File: config.mk
export PLATFORM = sky130hd
export DESIGN_NAME = candidate_generator
export DESIGN_NICKNAME = d
export VERILOG_FILES = /design/src/rtl/cracker_pkg.sv /design/src/rtl/clk_div_edge_sync.sv /design/src/rtl/candidate_generator.sv
export SDC_FILE = /design/constraint.sdc
export NUM_CORES = 1
export LEC_CHECK = 0
export BUFFER_PORTS_ARGS = -buffer_cell sky130_fd_sc_hd__buf_2
export CAP_MARGIN = 20
export CORE_ASPECT_RATIO = 1.4
export CORE_UTILIZATION = 42
export DETAILED_ROUTE_END_ITERATION = 6
export PLACE_DENSITY_LB_ADDON = 0.12
export SETUP_SLACK_MARGIN = 0.2
export SLEW_MARGIN = 20
export SYNTH_ARGS = -nofsm -noshare
export SYNTH_HDL_FRONTEND = slang
export SYNTH_SLANG_ARGS = --single-unit
export TNS_END_PERCENT = 50
File: constraint.sdc
create_clock -name clk -period 3.45 [get_ports clk]
set_clock_uncertainty 0.15 [all_clocks]
set_input_delay 0 -clock clk [delete_from_list [all_inputs] [get_ports clk]]
set_output_delay 0 -clock clk [all_outputs]
set_load 0.02 [all_outputs]
File: src/rtl/cracker_pkg.sv
// Shared types and helpers for the password-candidate pipeline.
// Provides the generator FSM state type, character width and alphabet bounds.
package cracker_pkg;

  typedef enum logic [1:0] {IDLE, RUN, WAIT, DONE} gen_state_t;

  localparam int CHAR_W      = 8;
  localparam int CHARSET_MAX = 62;

  localparam logic [7:0] DIGIT_END  = 8'd10;
  localparam logic [7:0] UPPER_END  = 8'd36;
  localparam logic [7:0] DIGIT_BASE = 8'h30;
  localparam logic [7:0] UPPER_BASE = 8'h37;
  localparam logic [7:0] LOWER_BASE = 8'h3D;

  // Maps 0-9, 10-35, 36-61 onto '0'-'9', 'A'-'Z', 'a'-'z'.
  function automatic logic [7:0] idx_to_ascii(input logic [7:0] idx);
    if (idx < DIGIT_END)      return idx + DIGIT_BASE;
    else if (idx < UPPER_END) return idx + UPPER_BASE;
    else                      return idx + LOWER_BASE;
  endfunction

endpackage

File: src/rtl/clk_div_edge_sync.sv
// Brings the divided clock into the clk domain as data and emits a one-cycle
// tick for every rising edge of clk_div.
module clk_div_edge_sync (
  input  logic clk,
  input  logic rst,
  input  logic clk_div,
  output logic tick
);

  logic s1, s2, s3;

  // NOTE: sequential state uses non-blocking assignments so every flop samples
  // the pre-edge value of its neighbour; blocking here would collapse the chain.
  always_ff @(posedge clk or posedge rst) begin
    if (rst) begin
      s1 <= 1'b0;
      s2 <= 1'b0;
      s3 <= 1'b0;
    end else begin
      s1 <= clk_div;
      s2 <= s1;
      s3 <= s2;
    end
  end

  assign tick = s2 & ~s3;

endmodule

File: src/rtl/candidate_generator.sv
// Brute-force candidate source: a base-CHARSET odometer stepped by clk_div ticks,
// handed to the hash stage over valid/ready. Optional CAND_CNT_EN adds cand_cnt.
module candidate_generator #(
  parameter int LEN     = 8,
  parameter int CHARSET = 62,
  parameter int CHAR_W  = 8
) (
  input  logic                  clk,
  input  logic                  rst,
  input  logic                  clk_div,
  input  logic                  start,
  input  logic                  stop,
  output logic                  cand_valid,
  input  logic                  cand_ready,
  output logic [LEN*CHAR_W-1:0] cand_data,
  output logic                  done
`ifdef CAND_CNT_EN
  ,
  output logic [31:0]           cand_cnt
`endif
);

  import cracker_pkg::*;

  localparam int DIG_W = $clog2(CHARSET);
  localparam logic [DIG_W-1:0] DIG_MAX = DIG_W'(CHARSET - 1);

  typedef logic [LEN-1:0][DIG_W-1:0] odo_t;

  gen_state_t            state, state_n;
  odo_t                  odo, odo_n, odo_inc;
  logic [LEN*CHAR_W-1:0] data_n;
  logic                  valid_n, done_n, odo_last, tick, carry;

  clk_div_edge_sync u_sync (
    .clk     (clk),
    .rst     (rst),
    .clk_div (clk_div),
    .tick    (tick)
  );

  // NOTE: every variable written in always_comb gets a default first, so no path
  // leaves it unassigned and no latch is inferred.
  always_comb begin
    odo_inc = odo;
    carry   = 1'b1;
    for (int i = 0; i < LEN; i++) begin
      if (carry) begin
        if (odo[i] == DIG_MAX) begin
          odo_inc[i] = '0;
        end else begin
          odo_inc[i] = odo[i] + 1'b1;
          carry      = 1'b0;
        end
      end
    end
    odo_last = (odo == {LEN{DIG_MAX}});
  end

  always_comb begin
    state_n = state;
    odo_n   = odo;
    data_n  = cand_data;
    valid_n = cand_valid;
    done_n  = done;
    if (stop) begin
      state_n = IDLE;
      valid_n = 1'b0;
      done_n  = 1'b0;
    end else begin
      case (state)
        IDLE, DONE: begin
          if (start) begin
            state_n = RUN;
            odo_n   = '0;
            done_n  = 1'b0;
          end
        end
        RUN: begin
          if (tick) begin
            for (int i = 0; i < LEN; i++)
              data_n[CHAR_W*i +: CHAR_W] = CHAR_W'(idx_to_ascii(8'(odo[i])));
            valid_n = 1'b1;
            state_n = WAIT;
          end
        end
        WAIT: begin
          // Ticks seen here are simply dropped; the odometer only moves on accept.
          if (cand_ready) begin
            valid_n = 1'b0;
            if (odo_last) begin
              state_n = DONE;
              done_n  = 1'b1;
            end else begin
              odo_n   = odo_inc;
              state_n = RUN;
            end
          end
        end
        default: state_n = IDLE;
      endcase
    end
  end

  // NOTE: the odometer and data register are plain flops, not a memory, so they
  // take the async reset along with the control state.
  always_ff @(posedge clk or posedge rst) begin
    if (rst) begin
      state      <= IDLE;
      odo        <= '0;
      cand_data  <= '0;
      cand_valid <= 1'b0;
      done       <= 1'b0;
    end else begin
      state      <= state_n;
      odo        <= odo_n;
      cand_data  <= data_n;
      cand_valid <= valid_n;
      done       <= done_n;
    end
  end

`ifdef CAND_CNT_EN
  logic start_acc, accept;

  assign start_acc = !stop && (state == IDLE || state == DONE) && start;
  assign accept    = !stop && (state == WAIT) && cand_ready;

  always_ff @(posedge clk or posedge rst) begin
    if (rst)
      cand_cnt <= '0;
    else if (start_acc)
      cand_cnt <= '0;
    else if (accept && cand_cnt != 32'hFFFF_FFFF)
      cand_cnt <= cand_cnt + 1'b1;
  end
`endif

endmodule

# After elaboration in Yosys (flattened, before gate mapping)

Cells that the tools add are included.
Widths: inputs -> output; s select.

Output and inout bits: 66
Input port bits: 6
Register bits: 119
Word-level logic and storage cells: 172

Eq/ne operators: 26
Mux-type cells: 63
Reductions and logical operators: 17
Bitwise gates (word level): 3
Order comparisons: 16
Add/subtract/negate cells: 32

Operators with widths:

| kind                 | number |
|---|---|
| $add 6x6->7 const B  | 24 |
| $mux 48              | 3 |
| $mux 7               | 16 |
| $pmux 48 s2          | 1 |
| $mux 6               | 15 |
| $add 6x1->6 const B  | 8 |
| $eq 48x48->1 const B | 1 |
| $eq 6x6->1 const B   | 8 |
| $lt 6x4->1 const B   | 8 |
| $lt 6x6->1 const B   | 8 |
| $reduce_and 6->1     | 7 |
| $mux 1               | 20 |
| $ne 2x2->1 const B   | 10 |
| $ne 3x3->1 const B   | 4 |
| $mux 2               | 5 |
| $reduce_and 3->1     | 3 |
| $pmux 2 s3           | 1 |
| $reduce_bool 3->1    | 2 |
| $reduce_and 5->1     | 1 |
| $eq 2x2->1 const B   | 2 |
| $pmux 1 s2           | 2 |
| $reduce_and 4->1     | 1 |
| $eq 2x1->1 const B   | 1 |
| $logic_not 2->1      | 1 |
| 4 further kinds      | 5 |

# Logic depth before layout (Yosys ltp)

Gate-level depths: netlist of run 1.

Depth in word-level cells: 12
Depth in mapped cells: 12
Depth with buffers taken out: 11

# By module

Synthesis of run 1 repeated with hierarchy kept, for this count alone.

Cells, all modules: 811
Area, all modules: 7279.5 um2

Modules (own cells, without submodules):

| module              | instances | cells an instance | area an instance (um2) |
|---|---|---|---|
| candidate_generator | 1         | 806               | 7186.9 |
| clk_div_edge_sync   | 1         | 5                 | 92.6 |

# Least setup slack after synthesis of run 1

No wires, ideal clock.

Path kind: reg2reg
From: register odo[28] (netlist name)
To: register cand_data[35]
Library setup time: 0.082 ns
Stages on the path, launching flop included: 10
Path slack: 0.858 ns
Path buffers: 0
Arrival: 2.360 ns
Required time: 3.218 ns
Path through: dfrtp_1 inv_1 ha_1 o21a_1 nor2_1 ha_1 a211oi_1 xnor2_1 or3_1 a31oi_1

Cells in the longest elaborated chain, start to end: 3
Elaborated cells between the ends (all ways): 4
Those cells by class: order compare (2); mux (2)

RTL lines:

| item                     | RTL line                   | source |
|---|---|---|
| start: declaration       | candidate_generator.sv:31  | `odo_t odo, odo_n, odo_inc;` |
| start signal: assignment | candidate_generator.sv:116 | `odo <= odo_n;` |
| $lt 6x6->1               | cracker_pkg.sv:19          | `else if (idx < UPPER_END) return idx + UPPER_BASE;` |
| $mux 7                   | cracker_pkg.sv:19          |  |
| $mux 7 (*)               | cracker_pkg.sv:18          | `if (idx < DIGIT_END) return idx + DIGIT_BASE;` |
| end signal: assignment   | candidate_generator.sv:117 | `cand_data <= data_n;` |
| end: declaration         | candidate_generator.sv:15  | `output logic [LEN*CHAR_W-1:0] cand_data,` |

Mark *: on every way between the ends. The rest lies on a longest branch, timed or not.
A chain may end at the register's enable or synchronous reset.

# Final worst setup path of run 1

Same ends and word-level chain as after synthesis.

==> results.ini, run 1 <==
[yosys]
synth_edf_count = 0
ys.warnings.count = 0
ys_top_cells_by_area = dfrtp_1 (38%), ha_1 (9.8%), o21ai_0 (7.7%)
synth_area_leader_cell = dfrtp_1
ys_types = 61
synth.avg_cell_area_um2 = 8.88
synth_top_area_frac = 0.380
post-synth-top-count-cell = o21ai_0
synth_common_cells = o21ai_0 (113), dfrtp_1 (111), nand2_1 (87)
netlist_area_um2 = 7300
async_flop_share = 1.00
synthCells = 822
seq_area_frac_synth = 0.380
synth-seq-cells = 111
ys.flop_type = dfrtp_1

[drt]
dr.pass1.iters = 5
post_drt_via_cell_ratio = 5.43
ant_nets = 0
routed_wl_um = 16300
route.detailed.drc = 0
num_vias = 5972
drt-initial-drc-count = 318
wl_per_cell_um = 14.8

[sta]
setup_viol = 0
period_share = 0.850
tns_ps = 0
timing.fmax_mhz = 341
rsz0062_at_grt = false
slew_headroom = 0.379
hold_viol = 0
drv_slew = 0
tightest_slew_ps = 931
fin_crit_ps = 2930

[pwr]
power.switching_mw = 0.983
pwr_density_cell_nw_per_um2 = 407
p_total_mw = 3.29
p_int_mw = 2.31
power.leakage_nw = 3.70
ir_drop_mv = 0.294
pwr-share-seq = 0.462
power_frac_comb = 0.199
pwr-share-clk = 0.339
p_sw_frac = 0.298

[grt]
grt_pass1_wl_um = 28400
grt_max_degree = 103
grt_pass1_vias = 6090
antenna_found_initial = 0
grt_overflow = 0
grt.total_usage = 0.196

[die]
dieArea_um2 = 17900
start_util = 0.432
ios = 72
fp.dieW_um = 113
core_area_um2 = 16900
rows = 56
die_height_um = 158

[hold_path]
hold_depth = 2
min_from = clk_div
hold_class = primary input to flip-flop
hold_end = u_sync.s1

[clock_network]
clk-insertion-delay-late_ps = 350
cts_resized = 0
cts_root_buf = clkbuf_16
htree_levels = 3
cts_tree = yes
cts_made_buffers = 9
clockBufferDepth = 2
cts.reportedPaths.clkPinSlew_ps = 70
cts.sinks = 111

[setup_path]
r2r_end = cand_data[35]
crit_required_ps = 3580
r2r_setup_slack_ps = 520
reg2reg_depth = 9
crit_arrival_ps = 3060
r2r_start = odo[28]
path_class = flip-flop to flip-flop
worst_setup_path_end_kind = flip-flop
cp_max_fo = 6
start_kind = flip-flop

[placed_design]
io_buffers = 63
hpwlAfterDp_um = 11700
routabilityCongestion = 0.800

[cells_and_area]
final_nets = 935
syn2layout_area_growth_pct = 10.9
diodes = 0
drive_above_1_share = 0.121

[run_status]
status = complete, no violations

[flow_run]
max-cap-violations = 0

==> power by group through the flow <==
stage	Clock (mW)	Combinational, mW	Sequential (mW)
2_1_floorplan	0	0.303	1.70
3_3_place_gp	0	0.650	1.54
3_5_place_dp	0	0.661	1.55
4_1_cts	1.16	0.667	1.52
5_1_grt	1.20	0.734	1.55
6_report	1.12	0.656	1.52
==> logic make-up after synthesis <==
group | synth area share
and+or+nand+nor | 0.181
AOI/OAI and AO/OA | 0.200
DFF | 0.380
buffers and inverters | 0.0625
adders and majority gates | 0.120
xor gates and xnor gates | 0.0480
muxes | 0.00771
other | 0.000514
==> critical path: stages, from the launching register on <==
cell,delay [ps]
dfrtp_1,440
inv_1,140
ha_1,260
o21a_1,120
nor2_1,320
ha_1,310
a211oi_1,480
xnor2_1,160
or3_1,320
a31oi_1,160
==> layout by cell type (no fill, tap or decap), types with 16 or more instances in the layout <==
cell type / Yosys / layout
inv_1: 55 / 54
buf_2: 10 / 63
nand2_1: 87 / 87
a21oi_1: 23 / 23
o21ai_0: 113 / 113
nand2b_1: 16 / 16
xnor2_1: 37 / 37
nor2_1: 46 / 46
dfrtp_1: 111 / 111
nand3_1: 33 / 32
ha_1: 57 / 57
o31ai_1: 28 / 28
==> metal layers <==
layer  wire (µm)  part of all wire  vias to the layer above  track usage
met4         396             0.024                        0       0.0927
met1        7000              0.43                     2898        0.227
li1            -                 -                     2958            -
met5           0                 0                        -            0
met3         305             0.019                       23       0.0191
met2        8550              0.53                       93        0.361
==> per-stage QoR <==
step	utilization	setup slack (ps)	std cells	hold WS (ps)	cell area (µm²)
finish	0.480	516	1100	142	8100
global route	0.480	257	1100	149	8100
CTS	0.480	529	1100	129	8100
detailed placement	0.458	573	1080	-29.9	7740
global placement	0.458	678	1080	-23.5	7740
floorplan	-	369	829	-119	7330
==> registers in the layout, summed over array words and instances, names as in the netlist <==
register    flops
u_sync.s3       1
u_sync.s1       1
cand_valid      1
cand_data      56
state           2
u_sync.s2       1
odo            48
done            1
==> final cells by class <==
| class | instances | area (µm²) |
|---|---|---|
| fill | 1628 | 8790 |
| inverter | 55 | 209 |
| multi-input combinational | 614 | 4110 |
| sequential | 111 | 2780 |
| clock inverter | 4 | 70.1 |
| clock buffer | 11 | 243 |
| tap | 232 | 290 |
| timing repair buffer | 73 | 403 |
==> worst max-delay path by stage <==
stage | start | endpoint | depth (start not counted)
6_report | odo[28] | cand_data[35] | 9
3_3_place_gp | state[0] | odo[37] | 7
3_5_place_dp | odo[28] | cand_data[35] | 9
2_1_floorplan | rst | cand_data[0] | 1
4_1_cts | odo[28] | cand_data[35] | 9
5_1_grt | odo[28] | cand_data[35] | 9
==> repair_timing <==
action / in CTS / in global routing
endpoints found under the hold margin: 63 / 0
hold buffers: 5 / 0
buffers inserted: 0 / 0
Note: power is estimated with default switching activity, not from simulation.
==> inputs of run 2 (changes only) <==
--- a/config.mk
+++ b/config.mk
@@ -7,10 +7,10 @@
 export LEC_CHECK = 0
 export BUFFER_PORTS_ARGS = -buffer_cell sky130_fd_sc_hd__buf_2
 export CAP_MARGIN = 20
-export CORE_ASPECT_RATIO = 1.4
 export CORE_UTILIZATION = 42
 export DETAILED_ROUTE_END_ITERATION = 6
-export PLACE_DENSITY_LB_ADDON = 0.12
+export MAX_ROUTING_LAYER = met4
+export PLACE_DENSITY = 0.57
 export SETUP_SLACK_MARGIN = 0.2
 export SLEW_MARGIN = 20
 export SYNTH_ARGS = -nofsm -noshare
==> run 2 against run 1 <==
  * Combinational power up 0.9%
  * Largest power group unchanged
  * Largest cell class unchanged
  * Maximum frequency down 0.90%
  * Design area about the same
==> results.ini, run 2 (synthesized netlist as in run 1, its figures left out) <==
[run_status]
status = complete, no violations

[cells_and_area]
mostFrequentLayoutCells = o21ai_0 (113), dfrtp_1 (111), nand2_1 (87), buf_2 (63), ha_1 (57)
stdcell_count = 1090  ; -0.91%
layout_commonest_cell = o21ai_0
top_register = cand_data
fin_util = 0.483  ; +0.00377
largest_reg_flops = 56  ; unchanged
diodes = 0  ; unchanged
final_nets = 936  ; +0.11%
syn2layout_area_growth_pct = 10.9  ; about the same
drive_above_1_share = 0.123  ; +0.00202
reg_top3 = cand_data (56), odo (48), state (2)

[pwr]
pwr-share-clk = 0.335  ; -0.004
power_frac_comb = 0.201  ; +0.002
p_sw_frac = 0.305  ; +0.00654
p_int_mw = 2.29  ; -1.1%
power.leakage_nw = 3.71  ; +0.27%
ir_drop_mv = 0.239  ; -18%
pwr_density_cell_nw_per_um2 = 406  ; -0.21%
pwr-share-seq = 0.464  ; +0.002
power.switching_mw = 1.00  ; +2.0%

[clock_network]
cts_root_buf = clkbuf_16
cts.reportedPaths.clkPinSlew_ps = 70  ; about the same
cts_made_buffers = 9  ; unchanged
cts.sinks = 111  ; unchanged
post_cts_buffers = 0  ; unchanged
clk-insertion-delay-late_ps = 360  ; about the same
cts_resized = 0  ; unchanged
cts_tree = yes
htree_levels = 3  ; unchanged
cts-hold-fix-buffers = 5  ; unchanged
clockBufferDepth = 2  ; unchanged

[die]
die_height_um = 134  ; -15%
start_util = 0.436  ; +0.00326
rows = 47  ; -16%
dieArea_um2 = 17900  ; about the same
core_area_um2 = 16800  ; -0.75%
ios = 72  ; unchanged
fp.dieW_um = 134  ; +18%

[sta]
holdWs_ps = 151  ; +9.14 ps
hold_viol = 0  ; unchanged
tns_ps = 0  ; unchanged
tightest_slew_ps = 888  ; -43.1 ps
fin_crit_ps = 2960  ; +26.7 ps
rsz0062_at_grt = false
setup_viol = 0  ; unchanged
timing.fmax_mhz = 338  ; -0.90%
period_share = 0.858  ; +0.00775
drv_slew = 0  ; unchanged
slew_headroom = 0.408  ; +0.0287

[setup_path]
crit_arrival_ps = 3090  ; +30 ps
worst_setup_path_end_kind = flip-flop
crit_family = compound AO/OA/AOI/OAI gates
crit_required_ps = 3580  ; about the same
start_kind = flip-flop
path_class = flip-flop to flip-flop
path_buf_inv = 1  ; unchanged
r2r_setup_slack_ps = 490  ; -30 ps
critPathMaxStageDelay_ps = 490  ; about the same
slowest_stage = a211oi_1
cp_max_fo = 6  ; unchanged
cpMostUsedCell = ha_1
cp_cell_sequence = inv_1 > ha_1 > o21a_1 > nor2_1 > ha_1 > a211oi_1 > xnor2_1 > or3_1 > a31oi_1

[hold_path]
hold_class = primary input to flip-flop

[drt]
route.detailed.drc = 0  ; unchanged
drt-initial-drc-count = 285  ; -10%
wl_per_cell_um = 14.8  ; about the same
num_vias = 5985  ; +0.22%
routed_wl_um = 16100  ; -0.92%
post_drt_via_cell_ratio = 5.49  ; +1.1%
dr.pass1.iters = 5  ; unchanged
ant_nets = 0  ; unchanged

[grt]
grt_overflow = 0  ; unchanged
antenna_found_initial = 0  ; unchanged
grt_pass1_wl_um = 28000  ; -1.5%
grt_use_met1 = 0.241  ; +0.0140
grt_pass1_vias = 6025  ; -1.1%
grtUsageMet2 = 0.317  ; -0.0439
top_usage_layer = met2
met3_usage = 0.0261  ; +0.00693
grt.total_usage = 0.195  ; -0.000333
grt_max_degree = 103  ; unchanged

[placed_design]
io_buffers = 63  ; unchanged
dp_cells = 1069  ; -1.0%
routabilityCongestion = 0.868  ; +8.5%
hpwlAfterDp_um = 11400  ; -2.7%

[flow_run]
max-cap-violations = 0  ; unchanged

==> run 2: cell types whose count changed in the layout (fill, tap and decap cells not counted) <==
| cell | change |
|---|---|
| buf_12 | +1 |
| bufinv_16 | -1 |
| clkbuf_8 | +2 |
==> run 2: power groups by stage <==
stage,logic (mW),registers [mW],clock network [mW]
final,0.662,1.52,1.10
after global placement,0.652,1.55,0
after CTS,0.671,1.53,1.13
after floorplan,0.303,1.70,0
after global routing,0.738,1.55,1.18
after detailed placement,0.663,1.55,0
==> run 2: worst paths after layout <==
path                            cells past startpoint      start       endpoint
worst max-delay path                                9    odo[28]  cand_data[35]
worst min-delay path                                2    clk_div      u_sync.s1
worst max register to register                      9    odo[28]  cand_data[35]
worst min register to register                      0  u_sync.s1      u_sync.s2
max in group asynchronous                           4        rst  cand_data[56]
min in group asynchronous                           3        rst  cand_data[12]
==> run 2: metrics by stage <==
step           total power, mW  setup WS, ps  area, µm²
3_5_place_dp              2.21           543       7740
5_1_grt                   3.46           265       8100
4_1_cts                   3.33           523       8100
6_report                  3.29           489       8100
2_1_floorplan             2.00           369       7330
3_3_place_gp              2.20           688       7740
==> run 2: cell type report <==
cell class,count,area [µm²]
fill,1609,8660
clock buffer,13,270
clock inverter,3,40.0
tap,220,275
multi-input combinational,614,4110
timing repair buffer,74,423
sequential,111,2780
inverter,55,209
==> run 2: per-layer routing <==
layer,vias up,share of wire
met5,-,0
met4,0,0.025
met3,31,0.027
met2,107,0.48
met1,2880,0.47
li1,2967,-
